[config.mk]
export PLATFORM = sky130hd
export DESIGN_NAME = hplvds_rx_link
export DESIGN_NICKNAME = d
export VERILOG_FILES = /design/src/rtl/hplvds_rx_link.sv
export SDC_FILE = /design/constraint.sdc
export NUM_CORES = 1
export LEC_CHECK = 0
export ABC_AREA = 1
export CORE_UTILIZATION = 45
export CTS_CLUSTER_SIZE = 28
export DETAILED_ROUTE_END_ITERATION = 7
export GPL_TIMING_DRIVEN = 0
export PLACE_DENSITY = 0.74
export SLEW_MARGIN = 20
export SYNTH_ARGS = -nofsm -noshare
export SYNTH_HDL_FRONTEND = slang
export SYNTH_SLANG_ARGS = --single-unit
[constraint.sdc]
create_clock -name CLK_I -period 1.2 [get_ports CLK_I]
set_input_delay 0.3 -clock CLK_I [delete_from_list [all_inputs] [get_ports CLK_I]]
set_output_delay 0.3 -clock CLK_I [all_outputs]
set_load 0.01 [all_outputs]
[src/rtl/hplvds_rx_link.sv]
// hplvds_rx_link
//   Receive-side link controller for an HPLVDS pad. Sequences the pad
//   (termination, receiver and electrical-idle detector) through power-up and
//   settle. It then qualifies exit from electrical idle and aligns the serial
//   stream to SYNC_WORD. Once locked, it frames 8-bit words into a one-entry
//   valid/ready holding register.
//
//   Optional build macro: HPLVDS_RX_ERRCNT_EN
//     defined   -> ERR_CNT_O counts LOCK-to-IDLE events, saturating at 8'hFF
//     undefined -> ERR_CNT_O is tied to 0 and no counter is built
//
// Ports
//   CLK_I           clock
//   RST_I           synchronous active-high reset
//   EN_I            link enable; low forces OFF from any state
//   POL_I           receive polarity, passed straight to the pad
//   DI_I            serial data from the pad (polarity already applied)
//   EI_DETECT_I     electrical-idle flag from the pad
//   RX_EN_O         pad receiver enable
//   RTERM_EN_O      pad termination enable
//   EI_DETECT_EN_O  pad electrical-idle detector enable
//   RX_POL_O        pad receiver polarity
//   DATA_O[7:0]     received word
//   VALID_O         DATA_O holds a word
//   READY_I         consumer accepts the word
//   LOCKED_O        link is aligned (state LOCK)
//   OVF_O           sticky overflow: a word was dropped while one was pending
//   ERR_CNT_O[7:0]  lock-loss count
//
// state  | meaning
// -------+----------------------------------------------------------------
// OFF    | pad fully disabled, waiting for EN_I
// SETTLE | pad enabled, waiting SETTLE_CYC cycles for termination/receiver
// IDLE   | waiting for EI_DETECT_I low for EI_QUAL_CYC consecutive cycles
// ALIGN  | hunting for SYNC_WORD in the serial stream
// LOCK   | framing 8-bit words; EI_QUAL_CYC cycles of idle fall back to IDLE

module hplvds_rx_link #(
  parameter int unsigned SETTLE_CYC  = 16,
  parameter int unsigned EI_QUAL_CYC = 4,
  parameter logic [7:0]  SYNC_WORD   = 8'hBC
) (
  input  logic       CLK_I,
  input  logic       RST_I,
  input  logic       EN_I,
  input  logic       POL_I,
  input  logic       DI_I,
  input  logic       EI_DETECT_I,
  output logic       RX_EN_O,
  output logic       RTERM_EN_O,
  output logic       EI_DETECT_EN_O,
  output logic       RX_POL_O,
  output logic [7:0] DATA_O,
  output logic       VALID_O,
  input  logic       READY_I,
  output logic       LOCKED_O,
  output logic       OVF_O,
  output logic [7:0] ERR_CNT_O
);

  localparam int unsigned SCW = (SETTLE_CYC > 1) ? $clog2(SETTLE_CYC) : 1;
  localparam int unsigned QCW = (EI_QUAL_CYC > 1) ? $clog2(EI_QUAL_CYC) : 1;
  localparam logic [SCW-1:0] SETTLE_LOAD = SCW'(SETTLE_CYC - 1);
  localparam logic [QCW-1:0] QUAL_LOAD   = QCW'(EI_QUAL_CYC - 1);

  typedef enum logic [2:0] {
    OFF    = 3'd0,
    SETTLE = 3'd1,
    IDLE   = 3'd2,
    ALIGN  = 3'd3,
    LOCK   = 3'd4
  } state_e;

  state_e           state_q, state_d;
  logic [SCW-1:0]   settle_cnt_q, settle_cnt_d;
  logic [QCW-1:0]   qual_cnt_q, qual_cnt_d;
  // Only the last 7 bits are kept: the 8-bit window is {hist_q, DI_I},
  // so a word or sync match is seen on the edge that samples its last bit.
  logic [6:0]       hist_q, hist_d;
  logic [2:0]       bit_cnt_q, bit_cnt_d;
  logic [7:0]       data_q, data_d;
  logic             valid_q, valid_d;
  logic             ovf_q, ovf_d;

  logic [7:0]       window;
  logic             word_done;

  assign window = {hist_q, DI_I};

  always_ff @(posedge CLK_I) begin
    if (RST_I) begin
      state_q      <= OFF;
      settle_cnt_q <= '0;
      qual_cnt_q   <= '0;
      hist_q       <= '0;
      bit_cnt_q    <= '0;
      data_q       <= '0;
      valid_q      <= 1'b0;
      ovf_q        <= 1'b0;
    end else begin
      state_q      <= state_d;
      settle_cnt_q <= settle_cnt_d;
      qual_cnt_q   <= qual_cnt_d;
      hist_q       <= hist_d;
      bit_cnt_q    <= bit_cnt_d;
      data_q       <= data_d;
      valid_q      <= valid_d;
      ovf_q        <= ovf_d;
    end
  end

  always_comb begin
    state_d      = state_q;
    settle_cnt_d = settle_cnt_q;
    qual_cnt_d   = qual_cnt_q;
    hist_d       = hist_q;
    bit_cnt_d    = bit_cnt_q;
    data_d       = data_q;
    valid_d      = valid_q;
    ovf_d        = ovf_q;
    word_done    = 1'b0;

    if (!EN_I) begin
      state_d      = OFF;
      settle_cnt_d = SETTLE_LOAD;
      qual_cnt_d   = QUAL_LOAD;
      hist_d       = '0;
      bit_cnt_d    = '0;
      valid_d      = 1'b0;
      ovf_d        = 1'b0;
    end else begin
      unique case (state_q)
        OFF: begin
          state_d      = SETTLE;
          settle_cnt_d = SETTLE_LOAD;
        end
        SETTLE: begin
          if (settle_cnt_q == '0) begin
            state_d    = IDLE;
            qual_cnt_d = QUAL_LOAD;
          end else begin
            settle_cnt_d = settle_cnt_q - SCW'(1);
          end
        end
        IDLE: begin
          hist_d    = '0;
          bit_cnt_d = '0;
          if (EI_DETECT_I) begin
            qual_cnt_d = QUAL_LOAD;
          end else if (qual_cnt_q == '0) begin
            state_d    = ALIGN;
            qual_cnt_d = QUAL_LOAD;
          end else begin
            qual_cnt_d = qual_cnt_q - QCW'(1);
          end
        end
        ALIGN, LOCK: begin
          hist_d = window[6:0];
          if (state_q == ALIGN) begin
            if (window == SYNC_WORD) begin
              state_d   = LOCK;
              bit_cnt_d = '0;
            end
          end else begin
            bit_cnt_d = bit_cnt_q + 3'd1;
            word_done = (bit_cnt_q == 3'd7) && (window != SYNC_WORD);
          end
          // Idle qualification runs across ALIGN->LOCK without restarting;
          // an idle exit overrides a same-cycle sync match.
          if (!EI_DETECT_I) begin
            qual_cnt_d = QUAL_LOAD;
          end else if (qual_cnt_q == '0) begin
            state_d    = IDLE;
            qual_cnt_d = QUAL_LOAD;
          end else begin
            qual_cnt_d = qual_cnt_q - QCW'(1);
          end
        end
        default: state_d = OFF;
      endcase

      if (word_done) begin
        if (!valid_q || READY_I) begin
          data_d  = window;
          valid_d = 1'b1;
        end else begin
          ovf_d = 1'b1;
        end
      end else if (valid_q && READY_I) begin
        valid_d = 1'b0;
      end
    end
  end

  assign RX_EN_O        = (state_q != OFF);
  assign RTERM_EN_O     = (state_q != OFF);
  assign EI_DETECT_EN_O = (state_q != OFF);
  assign RX_POL_O       = POL_I;
  assign LOCKED_O       = (state_q == LOCK);
  assign DATA_O         = data_q;
  assign VALID_O        = valid_q;
  assign OVF_O          = ovf_q;

`ifdef HPLVDS_RX_ERRCNT_EN
  logic       lock_loss;
  logic [7:0] err_cnt_q;

  assign lock_loss = (state_q == LOCK) && (state_d == IDLE);

  always_ff @(posedge CLK_I) begin
    if (RST_I) begin
      err_cnt_q <= 8'h00;
    end else if (lock_loss && (err_cnt_q != 8'hFF)) begin
      err_cnt_q <= err_cnt_q + 8'h01;
    end
  end

  assign ERR_CNT_O = err_cnt_q;
`else
  assign ERR_CNT_O = 8'h00;
`endif

endmodule
==> flow_metrics.env, run 1 <==
export IMPL_outcome="finished with violations"
export IMPL_violations="setup timing"
export IMPL_power_density_nw_per_um2=908.6
export IMPL_netlist_instances=203
export IMPL_drtIter0Drc=92
export IMPL_worstPathMaxFanout=8
export IMPL_critical_path_slowest_cell="dfxtp_2"
export IMPL_yosysSeqAreaShare_pct=39.73
export IMPL_finalCritPeriodShare_pct=120.5
export IMPL_synth_seq_cells=29
export IMPL_grt_ovfl_total=0
export IMPL_grt_pass1_wl_mm=5.671
export IMPL_avgSynthCellArea_um2=7.199
export IMPL_multi_input_area_um2=1066
export IMPL_crit_type="flip-flop to flip-flop"
export IMPL_seqPwrFrac_pct=44.6
export IMPL_total_power_uw=2236
export IMPL_finClkSkew_ns=0.006332
export IMPL_cts_tree="built"
export IMPL_setup_slack_ns=-0.2458
export IMPL_fin_setup_tns_ns=-5.492
export IMPL_finalMaxSlewViolations=0
export IMPL_synth_main_ff_cell="dfxtp_1"
export IMPL_area_growth_synth_to_final_pct=68.41
export IMPL_p_leak_uw=0.001060
export IMPL_coreArea_um2=3078
export IMPL_hold_path_class="primary input to flip-flop"
export IMPL_wl_per_cell_um=14.63
export IMPL_fp_dieArea_um2=3479
export IMPL_synth_warnings=0
export IMPL_end_kind="flip-flop"
export IMPL_r2r_cells=10
export IMPL_clk_path_buf_depth=2
export IMPL_hpwl_mm=2.070
export IMPL_clk_insertion_delay_late_ns=0.35
export IMPL_p_comb_share_pct=17.0
export IMPL_die_x_um=58.99
export IMPL_num_rows=20
export IMPL_r2r_start="hist_q[6]$_SDFFE_PP0N_"
export IMPL_cp_required_ns=1.47
export IMPL_die_height_um=58.99
export IMPL_worstReg2RegEnd="DATA_O[0]$_SDFFE_PP0P_"
export IMPL_syn_area_um2=1461
export IMPL_synth_enable_flop_cells=0
export IMPL_vias=1591
export IMPL_place_ws_ns=-0.6211
export IMPL_drive_gt1_share_pct=67.54
export IMPL_hold_start="RST_I"
export IMPL_cts_hold_buf=0
export IMPL_numCtsBuffers=5
export IMPL_nNetsFinal=278
export IMPL_startpoint="hist_q[6]$_SDFFE_PP0N_"
export IMPL_arrival_ns=1.71
export IMPL_layout_min_cycle_time_ns=1.446
export IMPL_vias_per_cell=5.099
export IMPL_p_int_uw=1638
export IMPL_post_synth_num_cell_types=25
export IMPL_crit_chain="nand2_1, nor2_1, nand2_2, nand2_4, nor2_4, buf_6, buf_6, nand2_8, nand2_2, a21oi_1"
export IMPL_num_fill_cells=200
export IMPL_holdPathEnd="DATA_O[2]$_SDFFE_PP0P_"
export IMPL_initial_utilization_pct=47.48
export IMPL_hold_depth=2
export IMPL_grt_setup_unrepaired="yes"
export IMPL_p_switching_uw=598.3
export IMPL_first_global_vias=1328
export IMPL_h_tree_depth=2
export IMPL_power_share_clock_pct=38.4
export IMPL_drc=0
export IMPL_layout_area_seq_um2=624.3
export IMPL_vdd_ir_drop_max_mv=0.9259
export IMPL_grt_total_usage_pct=21.66
export IMPL_portBuffers=19
export IMPL_gp_congestion=0.8071
export IMPL_worstSetupStartpointType="flip-flop"
export IMPL_r2r_setup_slack_ns=-0.25
export IMPL_async_flop_share_pct=0
export IMPL_switching_share_pct=26.75
export IMPL_postRouteAntennaNets=0
export IMPL_setup_viol=33
export IMPL_maxCapViolCount=0
export IMPL_ios=30
export IMPL_clock_fmax_ghz=0.6917
export IMPL_grt_max_degree=11
export IMPL_holdWs_ns=0.2719
export IMPL_wirelength_mm=4.564
export IMPL_antennaDiodeCount=0
export IMPL_clk_pin_slew_ns=0.09
export IMPL_cpPeakStageDelay_ns=0.36
export IMPL_cts_root_buf="clkbuf_4"
export IMPL_first_pass_iters=4
export IMPL_final_util_pct=79.96
export IMPL_antenna_found_initial=0
export IMPL_hold_viol=0
export IMPL_numClockSinks=29
-- metrics by stage --
step	instances	instance area [um^2]
final	312	2461
after global routing	312	2461
after CTS	298	2188
after detailed placement	273	1758
after global placement	273	1758
after floorplan	210	1513
-- registers in the layout, indices dropped and copies added (netlist names) --
name	count
DATA_O	8
hist_q	7
settle_cnt_q	4
bit_cnt_q	3
state_q	3
qual_cnt_q	2
OVF_O	1
VALID_O	1
-- area by class of cell --
class | count | share of cell area, %
Timing Repair Buffer | 49 | 16.52
Inverter | 25 | 4.118
Clock buffer | 7 | 2.237
Multi-Input combinational cell | 142 | 43.31
Sequential cell | 29 | 25.37
Tap cell | 44 | 2.237
Buffer | 15 | 4.982
Clock inverter | 1 | 1.220
-- power by group through the flow --
stage / Sequential [uW] / Combinational (uW) / Clock [uW]
2_1_floorplan: 1030 / 190 / 0
3_3_place_gp: 1030 / 256 / 0
3_5_place_dp: 1030 / 260 / 0
4_1_cts: 1000 / 320 / 865
5_1_grt: 1000 / 410 / 905
6_report: 998 / 380 / 859
-- timing repair --
| item | in CTS | in global routing |
|---|---|---|
| setup buffers | 15 | 14 |
| pin swaps | 19 | 23 |
| endpoints found under the setup margin | 42 | 42 |
| resized for setup | 121 | 77 |
| endpoints found under the hold margin | 0 | 0 |
| cloned | 2 | 1 |
-- cells by family after synthesis --
logic type                 after synthesis  synth area share (%)
DFF                                     29                 39.73
xor gates and xnor gates                 1                0.5994
buffers and inverters                   40                 13.87
and+or+nand+nor                         89                 27.91
other                                    1                0.2566
AOI/OAI and AO/OA                       39                 14.21
adders and majority gates                4                 3.425
-- how the worst max path moves through the flow --
stage	endpoint	cells after the start
final	DATA_O[0]$_SDFFE_PP0P_	10
after global routing	DATA_O[6]$_SDFFE_PP0P_	10
after CTS	RTERM_EN_O	4
after detailed placement	DATA_O[6]$_SDFFE_PP0P_	6
after global placement	DATA_O[6]$_SDFFE_PP0P_	6
after floorplan	RTERM_EN_O	3
-- metal layers --
layer	share of wire (%)	vias up	track usage, %
met2	51	54	36.36
met5	0	-	0
li1	-	760	-
met4	4.5	0	7.143
met1	40	752	27.25
met3	4.6	25	5.240
-- critical path, delay by kind of cell (launching register included) --
kind	cells	cell delay, ns
compound gates	1	0.14
buf+inv	2	0.23
flops	1	0.36
simple gates	7	0.64
-- cells in the mapped netlist (2+ instances only) --
| library cell | count | area [um^2] |
|---|---|---|
| a21oi_1 | 28 | 140.1 |
| a21oi_2 | 3 | 26.28 |
| buf_4 | 13 | 97.59 |
| dfxtp_1 | 29 | 580.6 |
| ha_1 | 4 | 50.05 |
| inv_1 | 23 | 86.33 |
| nand2_1 | 52 | 195.2 |
| nand2_2 | 2 | 12.51 |
| nand3_1 | 12 | 60.06 |
| nand3_2 | 2 | 20.02 |
| nor2_1 | 15 | 56.30 |
| nor3_1 | 2 | 10.01 |
| o21ai_0 | 5 | 25.02 |
| o21ai_1 | 2 | 10.01 |
-- cells in the final DEF, fill, tap and decap left out, types with 2 or more instances in the layout --
| master | instances |
|---|---|
| nand3_4 | 2 |
| o21ai_2 | 2 |
| buf_2 | 12 |
| o21ai_1 | 3 |
| inv_1 | 12 |
| nand3_1 | 7 |
| a21oi_2 | 22 |
| a21oi_1 | 8 |
| buf_6 | 18 |
| clkbuf_4 | 5 |
| buf_4 | 28 |
| conb_1 | 8 |
| dfxtp_4 | 5 |
| nor2_4 | 4 |
| nand2_4 | 9 |
| nor2_1 | 8 |
| nand2_2 | 18 |
| dfxtp_1 | 4 |
| nor2_2 | 5 |
| clkdlybuf4s50_1 | 3 |
| nand2_1 | 26 |
| ha_4 | 3 |
| dfxtp_2 | 20 |
| inv_4 | 3 |
| nor3_4 | 2 |
| nand3_2 | 5 |
| o21ai_0 | 2 |
| nand2_8 | 2 |
| inv_2 | 10 |
(Power assumes the default switching activity.)
==> run 2: changes to the inputs <==
--- a/config.mk
+++ b/config.mk
@@ -7,6 +7,7 @@
 export LEC_CHECK = 0
 export ABC_AREA = 1
 export CORE_UTILIZATION = 45
+export CTS_BUF_LIST = sky130_fd_sc_hd__clkbuf_16
 export CTS_CLUSTER_SIZE = 28
 export DETAILED_ROUTE_END_ITERATION = 7
 export GPL_TIMING_DRIVEN = 0
==> run 2 against run 1 <==
  * The run still ends with setup timing left
  * Count of clock-buffer cells in the layout is 2 lower
  * Routed wire length shrank 18%
  * Utilization is 4.7 points lower
  * Non-clock buffer count shrank 13
  * Sequential cell count unchanged
  * Worst setup slack improved by 0.045 ns
  * Maximum frequency rose by 3.2%
  * Largest power group is now clock
  * Largest cell class unchanged
  * Via count fell by 6.7%
==> flow_metrics.env, run 2 (synthesis results as in run 1) <==
export IMPL_design_area_um2=2317
export IMPL_critical_path_slowest_cell="dfxtp_4"
export IMPL_crit_type="flip-flop to output pin"
export IMPL_die_x_um=58.99
export IMPL_initial_utilization_pct=47.48
export IMPL_clock_fmax_ghz=0.7139
export IMPL_hold_path_class="primary input to flip-flop"
export IMPL_setup_slack_ns=-0.2008
export IMPL_total_power_uw=2738
export IMPL_outcome="finished with violations"
export IMPL_ios=30
export IMPL_finalCritPeriodShare_pct=116.7
export IMPL_final_cell_mix="nand2_1, a21oi_1, buf_4"
export IMPL_antennaDiodeCount=0
export IMPL_antenna_found_initial=0
export IMPL_largest_register_ffs=8
export IMPL_drtIter0Drc=69
export IMPL_first_pass_iters=4
export IMPL_numClockSinks=29
export IMPL_mostFrequentLayoutCell="nand2_1"
export IMPL_coreArea_um2=3078
export IMPL_hpwl_mm=2.070
export IMPL_drc=0
export IMPL_h_tree_depth=2
export IMPL_vdd_ir_drop_max_mv=0.8795
export IMPL_cp_required_ns=0.90
export IMPL_fin_setup_tns_ns=-2.823
export IMPL_wl_per_cell_um=12.47
export IMPL_arrival_ns=1.10
export IMPL_worstSetupStartpointType="flip-flop"
export IMPL_drive_gt1_share_pct=47.06
export IMPL_gp_congestion=0.8071
export IMPL_num_rows=20
export IMPL_wirelength_mm=3.729
export IMPL_postRouteAntennaNets=0
export IMPL_numCtsBuffers=5
export IMPL_violations="setup timing"
export IMPL_grt_setup_unrepaired="yes"
export IMPL_setup_viol=32
export IMPL_fp_dieArea_um2=3479
export IMPL_vias=1485
export IMPL_maxCapViolCount=0
export IMPL_vias_per_cell=4.967
export IMPL_nNetsFinal=265
export IMPL_finClkSkew_ns=0.006238
export IMPL_clk_pin_slew_ns=0.05
export IMPL_hold_viol=0
export IMPL_die_height_um=58.99
export IMPL_crit_chain="nor2_4, nand2_4, buf_6, buf_6"
export IMPL_clk_insertion_delay_late_ns=0.28
export IMPL_grt_max_degree=11
export IMPL_cpPeakStageDelay_ns=0.36
export IMPL_grt_ovfl_total=0
export IMPL_clk_path_buf_depth=2
export IMPL_cpMostUsedCell="buf_6"
export IMPL_place_area_um2=1758
export IMPL_cts_root_buf="clkbuf_16"
export IMPL_grt_pass1_wl_mm=5.664
export IMPL_grt_total_usage_pct=22.40
export IMPL_area_growth_synth_to_final_pct=58.56
export IMPL_end_kind="output pin"
export IMPL_p_leak_uw=0.0009674
export IMPL_layout_min_cycle_time_ns=1.401
export IMPL_portBuffers=19
export IMPL_power_density_nw_per_um2=1182
export IMPL_finalMaxSlewViolations=0
export IMPL_cts_tree="built"
export IMPL_worstPathMaxFanout=4
export IMPL_first_global_vias=1289
run 2: final cells by class:
cell class | instances | area, um^2
timing repair buffer | 36 | 331.6
fill | 230 | 760.7
sequential | 29 | 606.8
buffer | 15 | 126.4
clock inverter | 3 | 37.54
tap | 44 | 55.05
clock buffer | 5 | 125.1
multi-input combinational | 142 | 933.4
inverter | 25 | 101.3
run 2: final timing paths:
| check | depth (start not counted) | slack [ns] | end | from |
|---|---|---|---|---|
| max | 4 | -0.20 | RTERM_EN_O | state_q[2]$_SDFFE_PP0P_ |
| min | 2 | 0.31 | DATA_O[2]$_SDFFE_PP0P_ | RST_I |
| max reg2reg | 10 | -0.14 | state_q[1]$_SDFFE_PP0P_ | state_q[2]$_SDFFE_PP0P_ |
| min reg2reg | 2 | 0.45 | OVF_O$_SDFFE_PP0P_ | OVF_O$_SDFFE_PP0P_ |
run 2: timing repair:
item | in CTS | in global routing
cloned | 2 | 0
hold buffers | 0 | 0
resized for setup | 87 | 38
setup buffers | 15 | 1
setup endpoints to repair | 43 | 37
pin swaps | 15 | 14
hold endpoints to repair | 0 | 0
run 2: where the power goes:
group          switching, uW  internal (uW)  total [uW]
registers               21.9            985        1010
clock network            423            961        1380
logic                    190            158         348
total                    635           2100        2740
run 2: through the flow:
| stage | util [%] | hold WS [ns] | setup WS (ns) | std cells |
|---|---|---|---|---|
| after detailed placement | 57.11 | 0.4465 | -0.6211 | 273 |
| after global placement | 57.11 | 0.4353 | -0.6150 | 273 |
| after global routing | 75.28 | 0.3339 | -0.2160 | 299 |
| after floorplan | - | 0.4290 | -0.008487 | 210 |
| final | 75.28 | 0.3123 | -0.2008 | 299 |
| after CTS | 72.03 | 0.3131 | -0.1945 | 298 |
run 2: critical path, delay by kind of cell, from the launching register on:
family                 cells  cell delay (ns)
buffers and inverters      2             0.23
flip-flops                 1             0.36
AND/OR/NAND/NOR            2             0.22
run 2: per-layer routing:
metal	GRT usage [%]	routed length [um]	vias to the layer above
met5	0	0	-
li1	-	-	733
met2	38.31	1906	35
met1	26.16	1600	707
met4	8.503	87	0
met3	6.987	134	10
==> variant: new RTL, config.mk and constraints of run 1 <==
Set the parameter `EI_QUAL_CYC` to 16 (it was 4).
--- a/src/rtl/hplvds_rx_link.sv
+++ b/src/rtl/hplvds_rx_link.sv
@@ -37,7 +37,7 @@
 
 module hplvds_rx_link #(
   parameter int unsigned SETTLE_CYC  = 16,
-  parameter int unsigned EI_QUAL_CYC = 4,
+  parameter int unsigned EI_QUAL_CYC = 16,
   parameter logic [7:0]  SYNC_WORD   = 8'hBC
 ) (
   input  logic       CLK_I,
Behaviour: no difference found for any inputs over 10 cycles, from zero or initial values and one cycle with RST_I high; that may be too few to reach the edited logic, so the function may still have changed.
==> variant against run 1 <==
- the run still ends with setup timing left
- sequential cell count is 2 higher
- first-iteration DRC count is 2.2% lower
- sequential power increased by 6%
- cell count up 4.5%
- area after synthesis is 8.4% higher
- combinational power grew 4%
- clock power is 2.8% higher
- setup slack worse by 0.049 ns
- wire length fell by 1.3%
- cell area grew 1.7%
- hold slack improved by 0.0061 ns
- power grew 4.7%
- critical endpoint is now DATA_O[7]
- largest power group unchanged
==> variant: results <==
export IMPL_status="complete, but fails checks"
export IMPL_violations="setup timing"
export IMPL_grtUsageMet3=0.0525
export IMPL_root_buffer="clkbuf_4"
export IMPL_setup_violations=31
export IMPL_clkTransAtPathRegs_ns=0.12
export IMPL_ys_top_cells_by_area="dfxtp_1 39%, nand2_1 14%, a21oi_1 7.6%, inv_1 6.2%, buf_4 5.2%"
export IMPL_worstMarginPinSlew_ns=0.691
export IMPL_async_flop_share=0
export IMPL_min_from="RST_I"
export IMPL_slowest_delay_ns=0.39
export IMPL_setup_tns_ns=-4.59
export IMPL_cts_buffer_depth=2
export IMPL_p_leak_nw=1.13
export IMPL_dr_pass1_iters=4
export IMPL_hp_class="primary input to flop"
export IMPL_synth_common_cells="59 x nand2_1, 31 x dfxtp_1, 26 x inv_1"
export IMPL_use_met2=0.384
export IMPL_clock_latency_ns=0.35
export IMPL_yosys_warnings=0
export IMPL_cp_max_fo=8
export IMPL_nets=290
export IMPL_p_sw_w=0.000630
export IMPL_diodes=0
export IMPL_syn_instance_count=215
export IMPL_grt_pass1_wl_um=6130
export IMPL_nFillCells=260
export IMPL_drt_total_wl_um=4500
export IMPL_synth_cell_types=31
export IMPL_portBuffers=20
export IMPL_yosysSeqAreaShare=0.392
export IMPL_post_dp_cell_area_sq_um=1900
export IMPL_peakVddDrop_v=0.000912
export IMPL_grtUsageMet1=0.275
export IMPL_largest_reg_flops=8
export IMPL_cp_slowest_cell="dfxtp_4"
export IMPL_finalWorstSetupSlack_ns=-0.295
export IMPL_drt_initial_drc_count=90
export IMPL_first_global_vias=1403
export IMPL_gp_congestion=0.837
export IMPL_grt_use_total=0.229
export IMPL_ctsHtreeMaxLevel=2
export IMPL_reg2reg_from="state_q[1]"
export IMPL_path_class="flop to flop"
export IMPL_finClkSkew_ns=0.0212
export IMPL_reg2reg_depth=10
export IMPL_cts_buffers_inserted=5
export IMPL_dp_hpwl_um=2280
export IMPL_grt_start_max_net_pins=11
export IMPL_drive_gt1_frac=0.571
export IMPL_timing_rr_end="DATA_O[7]"
export IMPL_vias_per_cell=5.00
export IMPL_dr_total_vias=1630
export IMPL_startpoint_type="flop"
export IMPL_dp_slack_ns=-0.786
export IMPL_ys_flop_type="dfxtp_1"
export IMPL_syn_to_final_growth_pct=58.1
export IMPL_cp_arrival_ns=1.76
export IMPL_antenna_found_initial=0
-- variant: cell types whose count changed after synthesis, sizes merged, moves of 2 or more --
cell	change
buf	-3
nor3	-3
a21oi	-2
dfxtp	+2
inv	+3
nor2	-2
nand4	+2
nand2	+8
-- variant: critical path, delay by kind of cell (launching register included) --
kind	cells	cell delay, ns
AO/OA/AOI/OAI	1	0.18
AND/OR/NAND/NOR	6	0.55
flip-flops	1	0.39
buffers and inverters	3	0.28
-- variant: cell type report --
class,count,share of cell area
clock inverter,2,0.0140
multi-input combinational,150,0.427
inverter,29,0.0505
clock buffer,6,0.0205
sequential,31,0.268
buffer,13,0.0405
tap,46,0.0230
timing repair buffer,49,0.157
-- variant: how the worst min path moves through the flow --
stage,slack (ns),end,cells after the start
finish,0.28,settle_cnt_q[1],2
floorplan,0.37,settle_cnt_q[1],1
detailed placement,0.43,settle_cnt_q[0],1
global route,0.27,settle_cnt_q[1],2
global placement,0.42,settle_cnt_q[0],1
CTS,0.36,DATA_O[0],3
-- variant: what timing repair did --
item                       in CTS  in global routing
cloned                          1                  0
gates resized for setup       107                 71
setup endpoints to repair      46                 43
buffers inserted               20                 11
pin swaps                      17                 17
-- variant: power by group through the flow --
stage	sequential (W)	combinational [W]	clock [W]
finish	0.00106	0.000396	0.000883
floorplan	0.00110	0.000215	0
detailed placement	0.00110	0.000296	0
global route	0.00107	0.000432	0.000943
CTS	0.00107	0.000356	0.000883
global placement	0.00110	0.000292	0
-- variant: logic make-up after synthesis --
logic type,share of synthesized area
simple gates,0.282
xor+xnor,0.00553
buf+inv,0.130
flops,0.392
other cells,0.00237
compound gates,0.156
fa+ha+maj,0.0316
-- variant: layer usage --
metal	vias up	wire, um
li1	805	-
met1	759	1770
met2	51	2380
met3	15	197
met4	0	155
met5	-	0
